===== config.mk =====
export PLATFORM = sky130hd
export DESIGN_NAME = memory_arbiter
export DESIGN_NICKNAME = d
export VERILOG_FILES = /design/src/rtl/memory_arbiter.sv
export SDC_FILE = /design/constraint.sdc
export NUM_CORES = 1
export LEC_CHECK = 0
export ABC_AREA = 1
export BUFFER_PORTS_ARGS = -buffer_cell sky130_fd_sc_hd__buf_2
export CAP_MARGIN = 20
export CORE_ASPECT_RATIO = 0.9
export CORE_MARGIN = 1
export CORE_UTILIZATION = 44
export DETAILED_ROUTE_END_ITERATION = 6
export PLACE_DENSITY_LB_ADDON = 0.05
export SYNTH_ARGS = -nofsm -noshare
export SYNTH_HDL_FRONTEND = slang
export SYNTH_SLANG_ARGS = --single-unit

===== constraint.sdc =====
create_clock -name clock -period 1.1 [get_ports clock]
set_input_delay 0.11 -clock clock [delete_from_list [all_inputs] [get_ports clock]]
set_output_delay 0.11 -clock clock [all_outputs]
set_load 0.02 [all_outputs]

===== src/rtl/memory_arbiter.sv =====
// Round-robin arbiter that serialises two requesters onto one synchronous-read
// memory port. Each access takes IDLE -> ACCESS -> CAPTURE, and the ack follows in IDLE.
`timescale 1ns/1ps

module memory_arbiter #(
    parameter int ADDR_WIDTH = 3,
    parameter int DATA_WIDTH = 4
) (
    input  logic                  clock,
    input  logic                  reset,
    input  logic                  req0,
    input  logic                  req1,
    input  logic                  write0,
    input  logic                  write1,
    input  logic [ADDR_WIDTH-1:0] address0,
    input  logic [ADDR_WIDTH-1:0] address1,
    input  logic [DATA_WIDTH-1:0] data_in0,
    input  logic [DATA_WIDTH-1:0] data_in1,
    output logic                  ack0,
    output logic                  ack1,
    output logic [DATA_WIDTH-1:0] data_out0,
    output logic [DATA_WIDTH-1:0] data_out1,
    output logic                  busy,
    output logic                  owner,
    output logic                  mem_write,
    output logic [ADDR_WIDTH-1:0] mem_address,
    output logic [DATA_WIDTH-1:0] mem_data_in,
    input  logic [DATA_WIDTH-1:0] mem_data_out
);

    typedef enum logic [1:0] {
        IDLE,
        ACCESS,
        CAPTURE
    } state_t;

    state_t state;

    logic                  elig0;
    logic                  elig1;
    logic                  grant_valid;
    logic                  winner;
    logic                  sel_write;
    logic [ADDR_WIDTH-1:0] sel_address;
    logic [DATA_WIDTH-1:0] sel_data;

    // A port still showing its ack is finishing the previous transaction, so it
    // cannot win; ties go to the port that did not hold the last grant.
    always_comb begin
        elig0       = req0 && !ack0;
        elig1       = req1 && !ack1;
        grant_valid = elig0 || elig1;
        winner      = elig1 && (!elig0 || !owner);
        sel_write   = winner ? write1   : write0;
        sel_address = winner ? address1 : address0;
        sel_data    = winner ? data_in1 : data_in0;
    end

    // mem_address and mem_data_in double as the latched request fields; they
    // hold the last granted values until the next grant.
    always_ff @(posedge clock) begin
        if (reset) begin
            state       <= IDLE;
            owner       <= 1'b1;
            ack0        <= 1'b0;
            ack1        <= 1'b0;
            data_out0   <= '0;
            data_out1   <= '0;
            busy        <= 1'b0;
            mem_write   <= 1'b0;
            mem_address <= '0;
            mem_data_in <= '0;
        end else begin
            ack0 <= 1'b0;
            ack1 <= 1'b0;
            case (state)
                IDLE: begin
                    if (grant_valid) begin
                        owner       <= winner;
                        mem_write   <= sel_write;
                        mem_address <= sel_address;
                        mem_data_in <= sel_data;
                        busy        <= 1'b1;
                        state       <= ACCESS;
                    end
                end
                ACCESS: begin
                    mem_write <= 1'b0;
                    state     <= CAPTURE;
                end
                CAPTURE: begin
                    if (owner) begin
                        data_out1 <= mem_data_out;
                        ack1      <= 1'b1;
                    end else begin
                        data_out0 <= mem_data_out;
                        ack0      <= 1'b1;
                    end
                    busy  <= 1'b0;
                    state <= IDLE;
                end
                default: begin
                    mem_write <= 1'b0;
                    busy      <= 1'b0;
                    state     <= IDLE;
                end
            endcase
        end
    end

endmodule


==> results.yml <==
floorplan:
  core_sq_um: 1970
  floorplan.initialDensity_pct: 47.6
  num_rows: 15
  die_width_um: 50.7
  fp.dieArea_sq_um: 2320
  design.portCount: 44
  die_ht_um: 45.8
clock_network:
  numCtsBuffers: 3
  cts.sink_count: 22
  clk-insertion-delay-late_ps: 300
  cts_hold_repair.buffers: 0
  cts_tree: "yes"
  clock_tree.htree_level_count: 1
  cts.path.max_buffers: 2
  cts-root-buf: "clkbuf_4"
  path_clk_slew_ps: 120
worst_setup_path:
  worst-path-max-fanout: 7
  arrival_ps: 1260
  wp_data_required_ps: 1310
  crit-reg2reg-launch: "state[1]"
  critPathLaunchType: "flip-flop"
  critPathCaptureType: "flip-flop"
  crit_path_kind: "reg -> reg"
  setup.worst_path.start: "state[1]"
grt:
  number_of_global_route_vias_before_repair: 745
  grt.busiest_layer: "met2"
  global_route.usage.met1_pct: 19.9
  groute.usage.overall_pct: 17.2
  antenna_found_initial: 0
  grt_max_degree: 16
  globalRoute.totalOverflow: 0
  groute.layer.met2.usage_pct: 29.6
  grt_pass1_wl_um: 2910
  grt.met3_usage_pct: 7.00
synthesis:
  yosys.cell_count.top_type: "nor2_1"
  synth.yosys.seq_area_share_pct: 46.9
  post_synth_and_or_nand_nor_area_fraction_pct: 24.5
  synth_compound_gate_area_share_pct: 14.8
  synth.cell_area_sq_um: 938
  synth_cell_types: 18
  synth_top_family_by_area: "simple AND/OR/NAND/NOR gates"
  yosys.area_share.xor_xnor_pct: 0
  yosys.area.top_type: "dfxtp_1"
  synth_enable_flop_cells: 0
  synth.ff_latch_count: 22
  yosys_warnings: 0
  synth.mux.area_fraction_pct: 0
  postSynthCellCount: 133
  synth.top_cells.by_count: "25 x nor2_1, 23 x inv_1, 22 x dfxtp_1"
  post-synth-top-area-fraction_pct: 46.9
  synth-main-ff-cell: "dfxtp_1"
  syn-num-nets: 157
  synthTopCellsByArea: "dfxtp_1 47%, nor2_1 10%, inv_1 9.2%"
  synth-async-reset-ratio_pct: 0
  synth_adder_area_share_pct: 0
  syn_area_per_cell_sq_um: 7.06
worst_hold_path:
  worstHoldPathType: "in -> reg"
  worstHoldStart: "reset"
sta:
  fin_skew_ps: 7.84
  min_period_over_period_pct: 95.8
  relSlewSlack_pct: 76.4
  final_hold_viol_count: 0
  layout_min_cycle_time_ps: 1050
  setup_viol: 0
  rsz0062_at_grt: "yes"
  report.final.slew_viol_count: 0
  maximum_clock_rate_mhz: 949
  whs_ps: 41.1
  final_critical_path_setup_slack_ps: 46.2
  tightestPinTransition_ps: 354
drt:
  detail_route.drc_violations: 0
  count_of_vias_placed_by_the_detailed_router: 932
  antenna_left: 0
  routedWlPerCell_um: 9.17
  drt_wl_total_um: 1880
  drt_pre_antenna_iters: 4
  route.detailed.vias_per_inst: 4.55
  detailed_router_s_first_iteration_violation_count: 19
placed_design:
  place_ws_ps: 27.3
  dpl_cell_area_sq_um: 1180
  dp_hpwl_um: 1400
  routability_congestion: 0.827
  io_buffer_count: 43
layout:
  n_antenna_cell: 0
  final_net_count: 205
  syn2layout_area_growth_pct: 35.6
  stdcell_area_sq_um: 1270
  final_layout_size_suffix_gt1_share_pct: 37.2
  filler_cell_count: 188
power_and_ir_drop:
  irDropWorstVdd_uv: 1040
  total_leakage_power_nw: 0.667
  power_density_nw_per_um2: 1510
  totalPowerFinal_mw: 1.92
flow_run:
  timing.max_cap.violations: 0
status:
  status: "finished, final reports clean"
cell usage in the layout (no fill, tap or decap), drive strengths merged, types with 3 or more instances in the layout:
cell	instances
buf	46
nor2	26
inv	25
nand2	22
dfxtp	22
o21ai	16
a21oi	11
nand3	5
clkbuf	3
sequential cells by signal, summed over array words and instances, names as in the netlist:
register and cells:
owner 1, state 2, mem_data_in 4, mem_address 3
ack1 1, busy 1, mem_write 1, ack0 1
data_out0 4, data_out1 4
per-layer routing:
metal  routed length, um  vias to the layer above
met5                   0                        -
met4                   8                        0
met3                 106                        2
met2                 883                       31
met1                 880                      397
li1                    -                      502
kinds of logic after synthesis:
group	count (synthesis)
and+or+nand+nor	55
AOI/OAI and AO/OA	27
DFF	22
buffers and inverters	29
worst max-delay path: stages, from the launching register on:
cell	delay, ps
dfxtp_2	370
nor2_1	180
nand2_4	120
inv_4	110
nand2_1	60
nor2_1	90
nor2_1	40
cell type report:
cell class / instances / area [sq um] / share of cell area [%]
Sequential cell: 22 / 445 / 35.0
Multi-Input combinational cell: 82 / 392 / 30.8
Timing Repair Buffer: 46 / 241 / 19.0
Inverter: 25 / 104 / 8.16
Tap cell: 25 / 31.3 / 2.46
Clock inverter: 1 / 30.0 / 2.36
Clock buffer: 3 / 22.5 / 1.77
Timing Repair inverter: 1 / 6.26 / 0.492
path summary, 6_finish.rpt:
path | end | slack, ps | cells after the start
worst max-delay path | mem_address[2] | 50 | 6
worst min-delay path | mem_write | 40 | 2
worst min register to register | data_out0[3] | 450 | 2
worst max register to register | mem_address[2] | 50 | 6
where the power goes:
group / switching (mW) / internal [mW]
Clock: 0.235 / 0.368
Sequential: 0.0393 / 0.863
Combinational: 0.257 / 0.157
Total: 0.531 / 1.39
metrics by stage:
step                      setup TNS (ps)  instances  utilization (%)
final                                  0        205             64.6
after detailed placement               0        200             59.8
after global placement                 0        200             59.8
after CTS                              0        204             62.5
after global routing                -266        205             64.6
after floorplan                        0        133                -
what timing repair did:
| item | CTS | global route |
|---|---|---|
| setup endpoints to repair | 0 | 14 |
| setup buffers | 0 | 0 |
| hold endpoints to repair | 0 | 0 |
| gates resized for setup | 0 | 14 |
(Power assumes the default switching activity.)
